===== src/rtl/ecc_serial_loader.sv =====
// Bit-serial operand loader for the ECC point-multiply core: decodes the mode
// preamble, shifts operands in MSB-first and strobes o_load_done when complete.
module ecc_serial_loader #(
  parameter int MAX_BITS = 128,
  parameter int CNT_W    = 7
) (
  input  logic                clk,
  input  logic                rst,
  input  logic                i_data_valid,
  input  logic                i_mode,
  input  logic                i_a,
  input  logic                i_prime,
  input  logic                i_Px,
  input  logic                i_Py,
  input  logic                i_m,
  input  logic                i_core_busy,
  output logic [1:0]          o_mode,
  output logic [MAX_BITS-1:0] o_a,
  output logic [MAX_BITS-1:0] o_prime,
  output logic [MAX_BITS-1:0] o_Px,
  output logic [MAX_BITS-1:0] o_Py,
  output logic [MAX_BITS-1:0] o_m,
  output logic                o_full_load,
  output logic                o_load_done,
  output logic                o_busy
);

  typedef enum logic [2:0] {IDLE, MODE_HI, MODE_LO, SHIFT, DONE} state_t;

  state_t           state, state_next;
  logic             configured;
  logic             full_q;
  logic [CNT_W-1:0] cnt;
  logic             accept;

  // Index of the last bit to shift for a given mode (bits(mode) - 1).
  function automatic logic [CNT_W-1:0] last_bit(input logic [1:0] mode);
    case (mode)
      2'b00:   last_bit = CNT_W'(15);
      2'b01:   last_bit = CNT_W'(31);
      2'b10:   last_bit = CNT_W'(63);
      default: last_bit = CNT_W'(127);
    endcase
  endfunction

  assign accept = (state == IDLE) && i_data_valid && !i_core_busy;

  // NOTE: sequential state uses non-blocking assignments so every register
  // samples pre-edge values, independent of block ordering.
  always_ff @(posedge clk or posedge rst) begin
    if (rst) state <= IDLE;
    else     state <= state_next;
  end

  // NOTE: every output of this block gets a default first; a missing branch
  // assignment would otherwise infer a latch.
  always_comb begin
    state_next  = state;
    o_busy      = 1'b0;
    o_load_done = 1'b0;
    case (state)
      IDLE:    if (accept) state_next = configured ? SHIFT : MODE_HI;
      MODE_HI: begin o_busy = 1'b1; state_next = MODE_LO; end
      MODE_LO: begin o_busy = 1'b1; state_next = SHIFT; end
      SHIFT: begin
        o_busy = 1'b1;
        if (cnt == '0) state_next = DONE;
      end
      DONE: begin
        o_load_done = 1'b1;
        state_next  = IDLE;
      end
      default: state_next = IDLE;
    endcase
  end

  // NOTE: the operand registers are plain flops read by the core, not a
  // memory, so they take the reset and come up as a defined all-zero state.
  always_ff @(posedge clk or posedge rst) begin
    if (rst) begin
      configured  <= 1'b0;
      full_q      <= 1'b0;
      cnt         <= '0;
      o_mode      <= 2'b00;
      o_full_load <= 1'b0;
      o_a         <= '0;
      o_prime     <= '0;
      o_Px        <= '0;
      o_Py        <= '0;
      o_m         <= '0;
    end else begin
      case (state)
        IDLE: begin
          if (accept) begin
            o_Px <= '0;
            o_Py <= '0;
            if (!configured) begin
              full_q  <= 1'b1;
              o_a     <= '0;
              o_prime <= '0;
              o_m     <= '0;
            end else begin
              full_q <= 1'b0;
              cnt    <= last_bit(o_mode);
            end
          end
        end
        MODE_HI: o_mode[1] <= i_mode;
        MODE_LO: begin
          o_mode[0] <= i_mode;
          cnt       <= last_bit({o_mode[1], i_mode});
        end
        SHIFT: begin
          o_Px <= {o_Px[MAX_BITS-2:0], i_Px};
          o_Py <= {o_Py[MAX_BITS-2:0], i_Py};
          if (full_q) begin
            o_a     <= {o_a[MAX_BITS-2:0], i_a};
            o_prime <= {o_prime[MAX_BITS-2:0], i_prime};
            o_m     <= {o_m[MAX_BITS-2:0], i_m};
          end
          if (cnt == '0) begin
            // Published together with the entry into DONE so it is valid
            // in the same cycle as o_load_done.
            o_full_load <= full_q;
            configured  <= 1'b1;
          end else begin
            cnt <= cnt - 1'b1;
          end
        end
        default: ;
      endcase
    end
  end

endmodule


===== config.mk =====
export PLATFORM = sky130hd
export DESIGN_NAME = ecc_serial_loader
export DESIGN_NICKNAME = d
export VERILOG_FILES = /design/src/rtl/ecc_serial_loader.sv
export SDC_FILE = /design/constraint.sdc
export NUM_CORES = 1
export LEC_CHECK = 0
export CAP_MARGIN = 20
export CORE_AREA = 2 2 252 254
export CTS_CLUSTER_DIAMETER = 150
export DETAILED_ROUTE_END_ITERATION = 6
export DIE_AREA = 0 0 254 256
export PLACE_DENSITY = 0.77
export SLEW_MARGIN = 30
export SYNTH_ARGS = -nofsm -noshare
export SYNTH_HDL_FRONTEND = slang
export SYNTH_SLANG_ARGS = --single-unit

===== constraint.sdc =====
create_clock -name clk -period 42.7 [get_ports clk]
set_input_delay 8.54 -clock clk [delete_from_list [all_inputs] [get_ports clk]]
set_output_delay 8.54 -clock clk [all_outputs]
set_load 0.01 [all_outputs]

==> impl_metrics.toml <==
[layout]
nets = 3410
syn_to_final_growth_pct = 35.6
n_fill_cell = 5386
fin_util = 0.563
diodes = 0
stdcell_area_um2 = 35100
drive_above_1_share = 0.0417

[grt]
overflow = 0
grt_antenna_before_repair = 0
grt_pass1_vias = 20800
track_usage = 0.227
grt_start_max_net_pins = 226
grt_pass1_wl_mm = 118

[placement]
dp_hpwl_mm = 49.6
placed_cell_area_um2 = 32700
place_ws_ps = 29570
place_congestion = 0.847
port_buffers = 654

[critical_path]
slowest_stage = "buf_4"
cp_max_fo = 146
startpoint = "i_core_busy"
slowest_delay_ps = 760
crit_required_ps = 43100
startpoint_type = "input pin"
crit_type = "in2reg"
cp.arrival_ps = 12840
cpMostUsedCell = "buf_4"
crit_family = "buffers and inverters"
timing.rr.start = "state[2]"
critPathBufInv = 5
path_cells = "clkdlybuf4s50_1 -> nor3b_1 -> a32oi_4 -> buf_4 -> buf_4 -> buf_4 -> buf_6 -> o21ai_0"
endpoint_kind = "register"

[clock_network]
clk_latency_ps = 590
htree_num_levels = 3
cts_hold_buf = 0
post_cts_buffers = 0
cts_max_path_buffers = 3
root_buffer = "clkbuf_16"
numCtsBuffers = 70
cts.sinks = 655
cts_tree = "built"
post_cts_resized = 0
clk_pin_slew_worst_paths_ps = 60

[outcome]
outcome = "finished, final reports clean"

[drt]
routedWlPerCell_um = 17.4
detail-route-antenna-nets = 0
first_iter_violations = 1751
drt-total-wl_mm = 74.9
vias = 21500
drt-pass1-iter-count = 5
route.detailed.drc = 0
viasPerCell = 5.00

[hold_path]
hold_path.class = "reg2reg"
hold_start = "o_Px[108]"

[power_and_ir_drop]
p_leak_nw = 14.4
internal_power_mw = 1.38
ir_worst_vdd_mv = 0.0597
power_switching_uw = 802
seqPwrFrac = 0.393
clockPowerShare = 0.272
swShare = 0.367
comb_power_share = 0.335
p_total_mw = 2.19
cellPowerDensity_nw_per_um2 = 62.2

[synth]
yosysSeqAreaShare = 0.633
synth_cell_types = 41
synth_top_flop_cell = "dfrtp_1"
syn_inst = 2862
synth_warnings = 0
synth_edf_count = 0
ys_seq_elements = 655
synth_nets = 2873
yosysTopAreaCell = "dfrtp_1"
synthTopCellsByArea = "dfrtp_1 (63%), nand2_1 (19%), o21ai_0 (8.9%), o21ai_1 (3.6%), clkbuf_1 (2.3%)"
syn_area_um2 = 25900
async_flop_share = 1.00
synth_top_area_frac = 0.633
syn_area_per_cell_um2 = 9.05

[sta]
report.final.slew_viol_count = 0
fin_setup_tns_ps = 0
setup_ws_ps = 30260
finalClockSkew_ps = 29.5
fmax_ghz = 0.0804
setup_violations = 0
rsz0062_at_grt = "no"
min_period_ps = 12440
final.period_utilization = 0.291
tightest_slew_ps = 891
slew_headroom = 0.406
hold_viol_final = 0

[floorplanning]
num_rows = 92
core_area_um2 = 62400
die-area_um2 = 65000
die_w_um = 254
die_y_um = 256
boundaryPins = 655
initial_utilization = 0.415

[job]
drv_cap = 0
state kept, by name, indices dropped and copies added, names as in the netlist:
register	count
cnt	7
configured	1
full_q	1
o_Px	128
o_Py	128
o_a	128
o_full_load	1
o_m	128
o_mode	2
o_prime	128
state	3
through the flow:
step / instances / hold WS [ps]
after CTS: 4291 / 482
after global routing: 4296 / 527
final: 4296 / 477
after detailed placement: 4168 / 488
after floorplan: 2862 / 467
after global placement: 4165 / 460
cells by family after synthesis:
logic type | after synthesis | synth area share
adder cells (fa/ha/maj) | 1 | 0.000483
AO/OA/AOI/OAI | 664 | 0.131
multiplexers | 5 | 0.00212
AND/OR/NAND/NOR | 1310 | 0.192
flip-flops | 655 | 0.633
buffers and inverters | 227 | 0.0423
worst register-to-register path, cell delays in order, from the launching register on:
cell and delay [ps]:
dfrtp_1 550, and3b_4 490, a32oi_4 290, buf_4 710, buf_4 770, buf_4 810
buf_6 810, o21ai_0 260
routing by layer:
| metal | vias up | part of all wire | track usage |
|---|---|---|---|
| li1 | 10300 | - | - |
| met1 | 10300 | 0.41 | 0.290 |
| met2 | 693 | 0.46 | 0.352 |
| met3 | 216 | 0.073 | 0.0586 |
| met4 | 0 | 0.058 | 0.127 |
| met5 | - | 0 | 0 |
power by group through the flow:
| stage | sequential (mW) | clock [mW] | combinational, mW |
|---|---|---|---|
| floorplan | 0.900 | 0 | 0.326 |
| global placement | 0.865 | 0 | 0.710 |
| detailed placement | 0.867 | 0 | 0.725 |
| CTS | 0.858 | 0.609 | 0.727 |
| global route | 0.877 | 0.634 | 0.802 |
| finish | 0.859 | 0.595 | 0.733 |
cell type report:
type,count,area (um^2),share of cell area
sequential,655,16400,0.466
multi-input combinational,1980,8440,0.240
timing repair buffer,683,6970,0.198
clock buffer,103,2020,0.0574
tap,846,1060,0.0301
clock inverter,20,226,0.00644
inverter,9,41.3,0.00117
worst paths after layout:
check | to | slack, ps | cells after the start
max in group asynchronous | o_prime[5] | 31940 | 6
worst min-delay path | o_Px[109] | 480 | 2
worst max-delay path | o_prime[127] | 30260 | 8
worst min register to register | o_Px[109] | 480 | 2
min in group asynchronous | o_a[70] | 8310 | 2
worst max register to register | o_prime[127] | 37830 | 7
Yosys cell counts, drive strengths merged, types with 2 or more instances:
library cell,n
a21oi,2
nor3b,2
a31oi,2
nand3,2
nor3,3
a21boi,2
nand2,1285
and2,2
o21ai,645
or3,2
clkbuf,160
buf,58
o22ai,2
nor2,6
inv,9
nor2b,3
dfrtp,655
mux2,4
layout by cell type, fill, tap and decap left out, types with 9 or more instances in the layout:
| cell | n |
|---|---|
| o21ai_1 | 185 |
| clkbuf_16 | 70 |
| clkbuf_1 | 19 |
| dfrtp_1 | 655 |
| buf_4 | 10 |
| nand2_1 | 1285 |
| o21ai_0 | 460 |
| buf_6 | 9 |
| clkdlybuf4s50_1 | 654 |
| clkbuf_8 | 14 |
No activity file was read; power rests on OpenSTA's default activity.
